==> src/rtl/mem_stage_pkg.sv <==
// mem_stage_pkg
// Shared constants for the MEM pipeline stage: MEMctrl bit positions, the
// bus sequencer state encoding and the position of the P/V flag.
// No ports.
package mem_stage_pkg;

    // MEMctrl bit positions
    localparam int MC_RSVD = 0;
    localparam int MC_RD   = 1;
    localparam int MC_IORQ = 2;
    localparam int MC_LOAD = 3;
    localparam int MC_MREQ = 4;
    localparam int MC_PFIX = 5;
    localparam int MC_WR   = 6;
    localparam int MC_WORD = 7;

    // Parity/overflow flag position inside Flags
    localparam int FLAG_PV = 2;

    typedef enum logic [1:0] {
        ST_IDLE = 2'd0,
        ST_LO   = 2'd1,
        ST_HI   = 2'd2
    } bus_state_t;

endpackage

==> src/rtl/mem_bus_seq.sv <==
// mem_bus_seq
// Bus sequencer for the MEM stage: walks one or two byte beats over the
// shared memory/IO bus, honours D_wait, and aborts an access whose current
// beat has waited TMO_CYC consecutive cycles (TMO_CYC = 0 never aborts).
//
// Ports:
//   CLK, RST        clock, synchronous active-high reset
//   req             access requested (IORQ or MREQ in MEMctrl)
//   is_word         two-beat access
//   rd_en..mreq_en  strobe selects taken from MEMctrl
//   base_addr       beat 0 address, beat 1 uses base_addr+1 (wraps)
//   wr_data         store data, low byte on beat 0, high byte on beat 1
//   D_wait          bus wait request
//   D_addr, D_data_out, IORQ, MREQ, RD, WR   bus outputs, 0 when idle
//   done            final beat completes this cycle
//   beat0_done      first beat completes this cycle (capture low byte)
//   abort_now       access aborted by timeout this cycle
//   stall           hold upstream stages
//   bus_timeout     registered one-cycle pulse after an abort
//
// state   | meaning
// --------+------------------------------------------------------------
// ST_IDLE | no beat held; a new request drives beat 0 combinationally
// ST_LO   | beat 0 waited at least once, still driving beat 0
// ST_HI   | beat 1 of a word access, address base_addr+1
module mem_bus_seq
    import mem_stage_pkg::*;
#(
    parameter int          ADDR_W  = 16,
    parameter int          DATA_W  = 8,
    parameter int unsigned TMO_CYC = 255
) (
    input  logic                  CLK,
    input  logic                  RST,
    input  logic                  req,
    input  logic                  is_word,
    input  logic                  rd_en,
    input  logic                  wr_en,
    input  logic                  iorq_en,
    input  logic                  mreq_en,
    input  logic [ADDR_W-1:0]     base_addr,
    input  logic [2*DATA_W-1:0]   wr_data,
    input  logic                  D_wait,
    output logic [ADDR_W-1:0]     D_addr,
    output logic [DATA_W-1:0]     D_data_out,
    output logic                  IORQ,
    output logic                  MREQ,
    output logic                  RD,
    output logic                  WR,
    output logic                  done,
    output logic                  beat0_done,
    output logic                  abort_now,
    output logic                  stall,
    output logic                  bus_timeout
);

    // Counter only needs to reach TMO_CYC-1: the abort fires on the wait
    // cycle that would make it TMO_CYC.
    localparam int              CNT_W    = (TMO_CYC < 2) ? 1 : $clog2(TMO_CYC);
    localparam logic [CNT_W-1:0] TMO_LAST = CNT_W'(TMO_CYC - 1);
    localparam logic            TMO_EN   = (TMO_CYC != 0);

    bus_state_t       state;
    bus_state_t       state_nxt;
    logic [CNT_W-1:0] wait_cnt;
    logic             beat_hi;

    assign beat_hi   = (state == ST_HI);
    assign abort_now = TMO_EN && req && D_wait && (wait_cnt == TMO_LAST);

    always_ff @(posedge CLK) begin
        if (RST) begin
            state       <= ST_IDLE;
            wait_cnt    <= '0;
            bus_timeout <= 1'b0;
        end else begin
            state       <= state_nxt;
            bus_timeout <= abort_now;
            // A completing beat clears the count, so each beat starts at 0.
            if (!req || !D_wait || abort_now)
                wait_cnt <= '0;
            else if (wait_cnt != '1)
                wait_cnt <= wait_cnt + CNT_W'(1);
        end
    end

    always_comb begin
        state_nxt = state;
        if (!req || abort_now) begin
            state_nxt = ST_IDLE;
        end else begin
            case (state)
                ST_IDLE: begin
                    if (is_word && !D_wait)
                        state_nxt = ST_HI;
                    else if (D_wait)
                        state_nxt = ST_LO;
                end
                ST_LO: begin
                    if (!D_wait)
                        state_nxt = is_word ? ST_HI : ST_IDLE;
                end
                ST_HI: begin
                    if (!D_wait)
                        state_nxt = ST_IDLE;
                end
                default: state_nxt = ST_IDLE;
            endcase
        end
    end

    always_comb begin
        D_addr     = '0;
        D_data_out = '0;
        IORQ       = 1'b0;
        MREQ       = 1'b0;
        RD         = 1'b0;
        WR         = 1'b0;
        done       = req && !D_wait && (beat_hi || !is_word);
        beat0_done = req && !D_wait && !beat_hi;
        stall      = req && !(done || abort_now);
        if (req) begin
            D_addr = beat_hi ? base_addr + ADDR_W'(1) : base_addr;
            IORQ   = iorq_en;
            MREQ   = mreq_en;
            RD     = rd_en;
            WR     = wr_en;
            if (wr_en)
                D_data_out = beat_hi ? wr_data[2*DATA_W-1:DATA_W] : wr_data[DATA_W-1:0];
        end
    end

endmodule

==> src/rtl/mem_stage_gen.sv <==
// mem_stage_gen
// MEM pipeline stage between EXE and WB. Runs byte/word accesses on the
// shared memory/IO bus through mem_bus_seq, builds the writeback result
// (sign-extended byte, little-endian word, ALU result, or all ones after a
// timeout) and registers it into the MEM/WB latch whenever the stage is not
// stalled. A flush loads a bubble (Wr_id_out=0, Fmask_out=0) when the
// current entry retires; a started bus access always runs to completion.
//
// Optional build macro: MEM_PARITY_FIX_EN -- byte loads with MEMctrl[5]
// overwrite the P/V flag with the even parity of the loaded byte.
//
// Ports:
//   CLK, RST                  clock, synchronous active-high reset
//   Wr_id, Fmask, Flags       EXE payload carried to WB
//   MEMctrl                   access control (RD/IORQ/load/MREQ/pfix/WR/word)
//   Src1                      store data
//   Result                    ALU result / access address
//   flush                     squash the current MEM/WB entry
//   D_addr, D_data_in, D_data_out, IORQ, MREQ, RD, WR, D_wait   bus
//   Wr_id_out, Fmask_out, Result_out, Flags_out                 MEM/WB latch
//   mem_pipe_stall            hold upstream stages
//   bus_timeout               one-cycle pulse after an aborted access
module mem_stage_gen
    import mem_stage_pkg::*;
#(
    parameter int          ADDR_W  = 16,
    parameter int          DATA_W  = 8,
    parameter int          RES_W   = 16,   // must be 2*DATA_W
    parameter int unsigned TMO_CYC = 255
) (
    input  logic              CLK,
    input  logic              RST,
    input  logic [4:0]        Wr_id,
    input  logic [7:0]        Fmask,
    input  logic [7:0]        MEMctrl,
    input  logic [RES_W-1:0]  Src1,
    input  logic [RES_W-1:0]  Result,
    input  logic [7:0]        Flags,
    input  logic              flush,
    output logic [ADDR_W-1:0] D_addr,
    input  logic [DATA_W-1:0] D_data_in,
    output logic [DATA_W-1:0] D_data_out,
    output logic              IORQ,
    output logic              MREQ,
    output logic              RD,
    output logic              WR,
    input  logic              D_wait,
    output logic [4:0]        Wr_id_out,
    output logic [7:0]        Fmask_out,
    output logic [RES_W-1:0]  Result_out,
    output logic [7:0]        Flags_out,
    output logic              mem_pipe_stall,
    output logic              bus_timeout
);

    logic              req;
    logic              is_word;
    logic              load_sel;
    logic              done;
    logic              beat0_done;
    logic              abort_now;
    logic [ADDR_W-1:0] base_addr;
    logic [DATA_W-1:0] lo_q;
    logic [RES_W-1:0]  res_nxt;
    logic [7:0]        flags_nxt;
    logic              flush_pend;
    logic              bubble;
    logic              unused_ctrl;

    assign req       = MEMctrl[MC_IORQ] | MEMctrl[MC_MREQ];
    assign is_word   = MEMctrl[MC_WORD];
    assign load_sel  = MEMctrl[MC_LOAD] & req;
    assign base_addr = ADDR_W'(Result);
    // A flush seen while stalled is remembered until the entry retires.
    assign bubble    = flush | flush_pend;

    mem_bus_seq #(
        .ADDR_W  (ADDR_W),
        .DATA_W  (DATA_W),
        .TMO_CYC (TMO_CYC)
    ) u_bus_seq (
        .CLK         (CLK),
        .RST         (RST),
        .req         (req),
        .is_word     (is_word),
        .rd_en       (MEMctrl[MC_RD]),
        .wr_en       (MEMctrl[MC_WR]),
        .iorq_en     (MEMctrl[MC_IORQ]),
        .mreq_en     (MEMctrl[MC_MREQ]),
        .base_addr   (base_addr),
        .wr_data     (Src1),
        .D_wait      (D_wait),
        .D_addr      (D_addr),
        .D_data_out  (D_data_out),
        .IORQ        (IORQ),
        .MREQ        (MREQ),
        .RD          (RD),
        .WR          (WR),
        .done        (done),
        .beat0_done  (beat0_done),
        .abort_now   (abort_now),
        .stall       (mem_pipe_stall),
        .bus_timeout (bus_timeout)
    );

    always_comb begin
        res_nxt = Result;
        if (abort_now)
            res_nxt = '1;
        else if (load_sel)
            res_nxt = is_word ? {D_data_in, lo_q}
                              : {{(RES_W-DATA_W){D_data_in[DATA_W-1]}}, D_data_in};
    end

`ifdef MEM_PARITY_FIX_EN
    always_comb begin
        flags_nxt = Flags;
        if (load_sel && !is_word && MEMctrl[MC_PFIX] && !abort_now)
            flags_nxt[FLAG_PV] = ~^D_data_in;
    end
    assign unused_ctrl = MEMctrl[MC_RSVD] ^ done;
`else
    assign flags_nxt   = Flags;
    assign unused_ctrl = MEMctrl[MC_RSVD] ^ MEMctrl[MC_PFIX] ^ done;
`endif

    always_ff @(posedge CLK) begin
        if (RST) begin
            Wr_id_out  <= '0;
            Fmask_out  <= '0;
            Result_out <= '0;
            Flags_out  <= '0;
            lo_q       <= '0;
            flush_pend <= 1'b0;
        end else begin
            if (beat0_done)
                lo_q <= D_data_in;
            if (!mem_pipe_stall) begin
                Wr_id_out  <= bubble ? 5'd0 : Wr_id;
                Fmask_out  <= bubble ? 8'd0 : Fmask;
                Result_out <= res_nxt;
                Flags_out  <= flags_nxt;
                flush_pend <= 1'b0;
            end else if (flush) begin
                flush_pend <= 1'b1;
            end
        end
    end

endmodule

==> config.mk <==
export PLATFORM = sky130hd
export DESIGN_NAME = mem_stage_gen
export DESIGN_NICKNAME = d
export VERILOG_FILES = /design/src/rtl/mem_stage_pkg.sv /design/src/rtl/mem_bus_seq.sv /design/src/rtl/mem_stage_gen.sv
export SDC_FILE = /design/constraint.sdc
export NUM_CORES = 1
export LEC_CHECK = 0
export BUFFER_PORTS_ARGS = -buffer_cell sky130_fd_sc_hd__buf_2
export CORE_MARGIN = 1.5
export CORE_UTILIZATION = 30
export CTS_CLUSTER_DIAMETER = 50
export DETAILED_ROUTE_END_ITERATION = 10
export PLACE_DENSITY = 0.65
export SYNTH_ARGS = -nofsm -noshare
export SYNTH_HDL_FRONTEND = slang
export SYNTH_SLANG_ARGS = --single-unit
==> constraint.sdc <==
create_clock -name CLK -period 1.9 [get_ports CLK]
set_clock_uncertainty 0.1 [all_clocks]
set_input_delay 0.095 -clock CLK [delete_from_list [all_inputs] [get_ports CLK]]
set_output_delay 0.095 -clock CLK [all_outputs]
set_load 0.1 [all_outputs]
==> flow_summary.ini <==
[clock_network]
cts_buffers = 9
cts_root_buffer = clkbuf_8
clock-sinks = 57
cts_buffer_depth = 2
insertion_delay_ns = 0.34
cts_tree = done
path_clk_slew_ns = 0.07
htree_levels = 3

[logic_synthesis]
ys_ff_latch = 57
synth_ff_type = dfxtp_1
yosys.area_share.simple_pct = 25.5
syn_avg_cell_area_sq_um = 7.95
synth_compound_area_share_pct = 13.7
synth_area_leader_cell = dfxtp_1
yosysWarnings = 0
synth_top_family_by_area = simple AND/OR/NAND/NOR gates
synth-seq-area-share_pct = 36.8
synth_top_area_share_pct = 36.8
muxShareOfSynthArea_pct = 12.3
async_reset_ff_share_pct = 0
synth_adder_area_share_pct = 1.21
synthXorXnorAreaFrac_pct = 3.96
mappedNetlistNets = 466
yosysUniqueCellTypes = 40
synth_edf_count = 0
synth_area_sq_um = 3100
synthTopCellsByArea = dfxtp_1 37%, mux2i_1 12%, a21oi_1 6.3%
syn_inst = 390

[setup_path]
cp.depth = 5
r2r_start = u_bus_seq.wait_cnt[7]
slowest_delay_ns = 0.55
crit_start = u_bus_seq.state[0]
rrSetupSlack_ns = 0.02
crit_fanout = 4
cp_num_buf_inv = 1
critPathTopFamily = simple AND/OR/NAND/NOR gates
path_cells = nand4b_4 > or3_4 > or4_4 > a21oi_4 > buf_12
arrival_ns = 2.09
required_ns = 1.70
startpoint_type = register
reg2regPathDepth = 6
r2r-end = Result_out[12]
end_kind = output pin
critical-path-slowest-cell = or4_4
crit_end = D_addr[12]
path_class = reg2out

[floorplanning]
io_pins = 140
rows = 36
fp.dieH_um = 105
die_area_sq_um = 10900
initial_core_util_pct = 31.3
coreArea_sq_um = 9910
die_x_um = 105

[sta]
fin_crit_ns = 2.28
worst_pin_slew_ns = 0.505
fmax_mhz = 438
rsz0062_at_grt = yes
finalSetupViolations = 22
slew-limit-headroom_pct = 66.6
period_share_pct = 120
maxSlewViolCount = 0
hold_viol_final = 0
layout_setup_ws_ns = -0.382

[min_path]
min-delay-path-class = in2reg

[drt]
dr_wl_met2_um = 5580
wl_met1_um = 4080
routed-wl-met3_um = 574
wl_um = 10400
wl_per_cell_um = 14.3
vias = 3478
drt_iter0_drc = 109
first_pass_iters = 4
drc_errors = 0
highest_layer = met4
detail-route-antenna-nets = 0
viasPerCell = 4.78

[grt]
grt_usage_pct = 18.4
gr-total-overflow = 0
grt_max_degree = 33
grt_pass1_wl_um = 16300
antenna_found_initial = 0
grt_pass1_vias = 3468

[final_layout]
multiInputGateArea_sq_um = 2130
diodes = 0
regArea_sq_um = 1150
fillers = 881
area_growth_pct = 78.3
drive_above_1_share_pct = 44.7
finalNetCount = 666
instances_no_fill = 728

[place]
port_buffers = 137
place_congestion = 0.842
pre_cts_ws_ns = -0.0656
dp_cells = 667
place_hpwl_um = 7270

[power_and_ir_drop]
vdd_drop_max_mv = 0.409
p_leak_uw = 0.00248
power_uw = 4060
p_per_area_nw_per_um2 = 735

[outcome]
status = finished, violations left
violations = setup timing

[flow_run]
cap_violations = 0
==> metrics by stage <==
| stage | instance area, sq um | util, % | hold slack (ns) | setup TNS (ns) |
|---|---|---|---|---|
| 2_1_floorplan | 3280 | - | 0.134 | -2.35 |
| 3_3_place_gp | 4660 | 47.0 | 0.241 | -0.0516 |
| 3_5_place_dp | 4660 | 47.0 | 0.243 | -0.120 |
| 4_1_cts | 5300 | 53.5 | 0.0227 | -2.15 |
| 5_1_grt | 5530 | 55.8 | 0.0668 | -4.54 |
| 6_report | 5530 | 55.8 | 0.0574 | -2.21 |
==> layer usage <==
metal | vias to the layer above | GRT usage (%)
li1 | 1733 | -
met4 | 0 | 5.97
met3 | 16 | 5.80
met1 | 1624 | 20.2
met5 | - | 0
met2 | 105 | 33.5
==> power by group <==
group | switching (uW) | internal [uW]
registers | 39.4 | 1270
logic | 1130 | 508
clock network | 507 | 602
total | 1680 | 2380
==> synthesized netlist by cell type (4+ instances only) <==
| master | number |
|---|---|
| dfxtp_1 | 57 |
| nand2_1 | 51 |
| nor2_1 | 40 |
| a21oi_1 | 39 |
| mux2i_1 | 38 |
| nand2b_1 | 31 |
| inv_1 | 23 |
| clkbuf_1 | 20 |
| a221oi_1 | 16 |
| xnor2_1 | 10 |
| nand3_1 | 6 |
| nand4_1 | 6 |
| buf_2 | 5 |
| xor2_1 | 4 |
==> final cells by class <==
class	count	share of cell area [%]
tap	133	3.01
sequential	57	20.8
clock inverter	7	1.27
multi-input combinational	282	38.5
timing repair buffer	217	32.6
clock buffer	9	2.24
inverter	23	1.56
==> placed cells by master, fill, tap and decap left out, types with 4 or more instances in the layout <==
master / count
xor2_1: 4
nand4_1: 6
nand2b_1: 31
dfxtp_1: 51
a21oi_1: 25
a21oi_4: 11
mux2i_1: 37
a221oi_2: 8
nand2_1: 45
buf_6: 11
buf_12: 26
buf_2: 112
clkbuf_8: 9
xnor2_1: 10
inv_1: 23
nand2_4: 5
nor2_2: 10
dfxtp_2: 5
nand3_1: 4
buf_4: 36
nor2_1: 30
dlygate4sd3_1: 31
a221oi_1: 8
==> cells by family (layout without fill, tap and decap cells) <==
logic type	count (synthesis)	in the layout
AOI/OAI and AO/OA	68	68
xor gates and xnor gates	14	14
adders and majority gates	3	3
buffers and inverters	51	256
DFF	57	57
muxes	38	38
and+or+nand+nor	159	159
==> worst min-delay path by stage <==
| stage | startpoint | end | cells past startpoint |
|---|---|---|---|
| 2_1_floorplan | Fmask[0] | Fmask_out[0] | 2 |
| 3_5_place_dp | Fmask[5] | Fmask_out[5] | 3 |
| 3_3_place_gp | Fmask[7] | Fmask_out[7] | 3 |
| 5_1_grt | Result[11] | Result_out[11] | 3 |
| 6_report | Result[11] | Result_out[11] | 3 |
| 4_1_cts | Result[9] | Result_out[9] | 3 |
==> sequential cells by signal (all words and copies together) (netlist names) <==
name and count:
Result_out 16, Flags_out 8, Fmask_out 8, lo_q 8
u_bus_seq.wait_cnt 8, Wr_id_out 5, u_bus_seq.state 2, flush_pend 1
u_bus_seq.bus_timeout 1
==> worst register-to-register path: stages, from the launching register on <==
cell and delay, ns:
dfxtp_2 0.35, and4_4 0.24, nand4_1 0.15, a31o_4 0.30, buf_4 0.17, buf_6 0.16
a221oi_1 0.30
==> what timing repair did <==
action / in CTS / in global routing
hold buffers: 31 / 0
setup endpoints to repair: 16 / 48
buffers inserted: 7 / 6
resized for setup: 17 / 41
endpoints found under the hold margin: 31 / 0
pin swaps: 11 / 17
gates cloned: 1 / 0
Power figures use the tool's default switching activity.
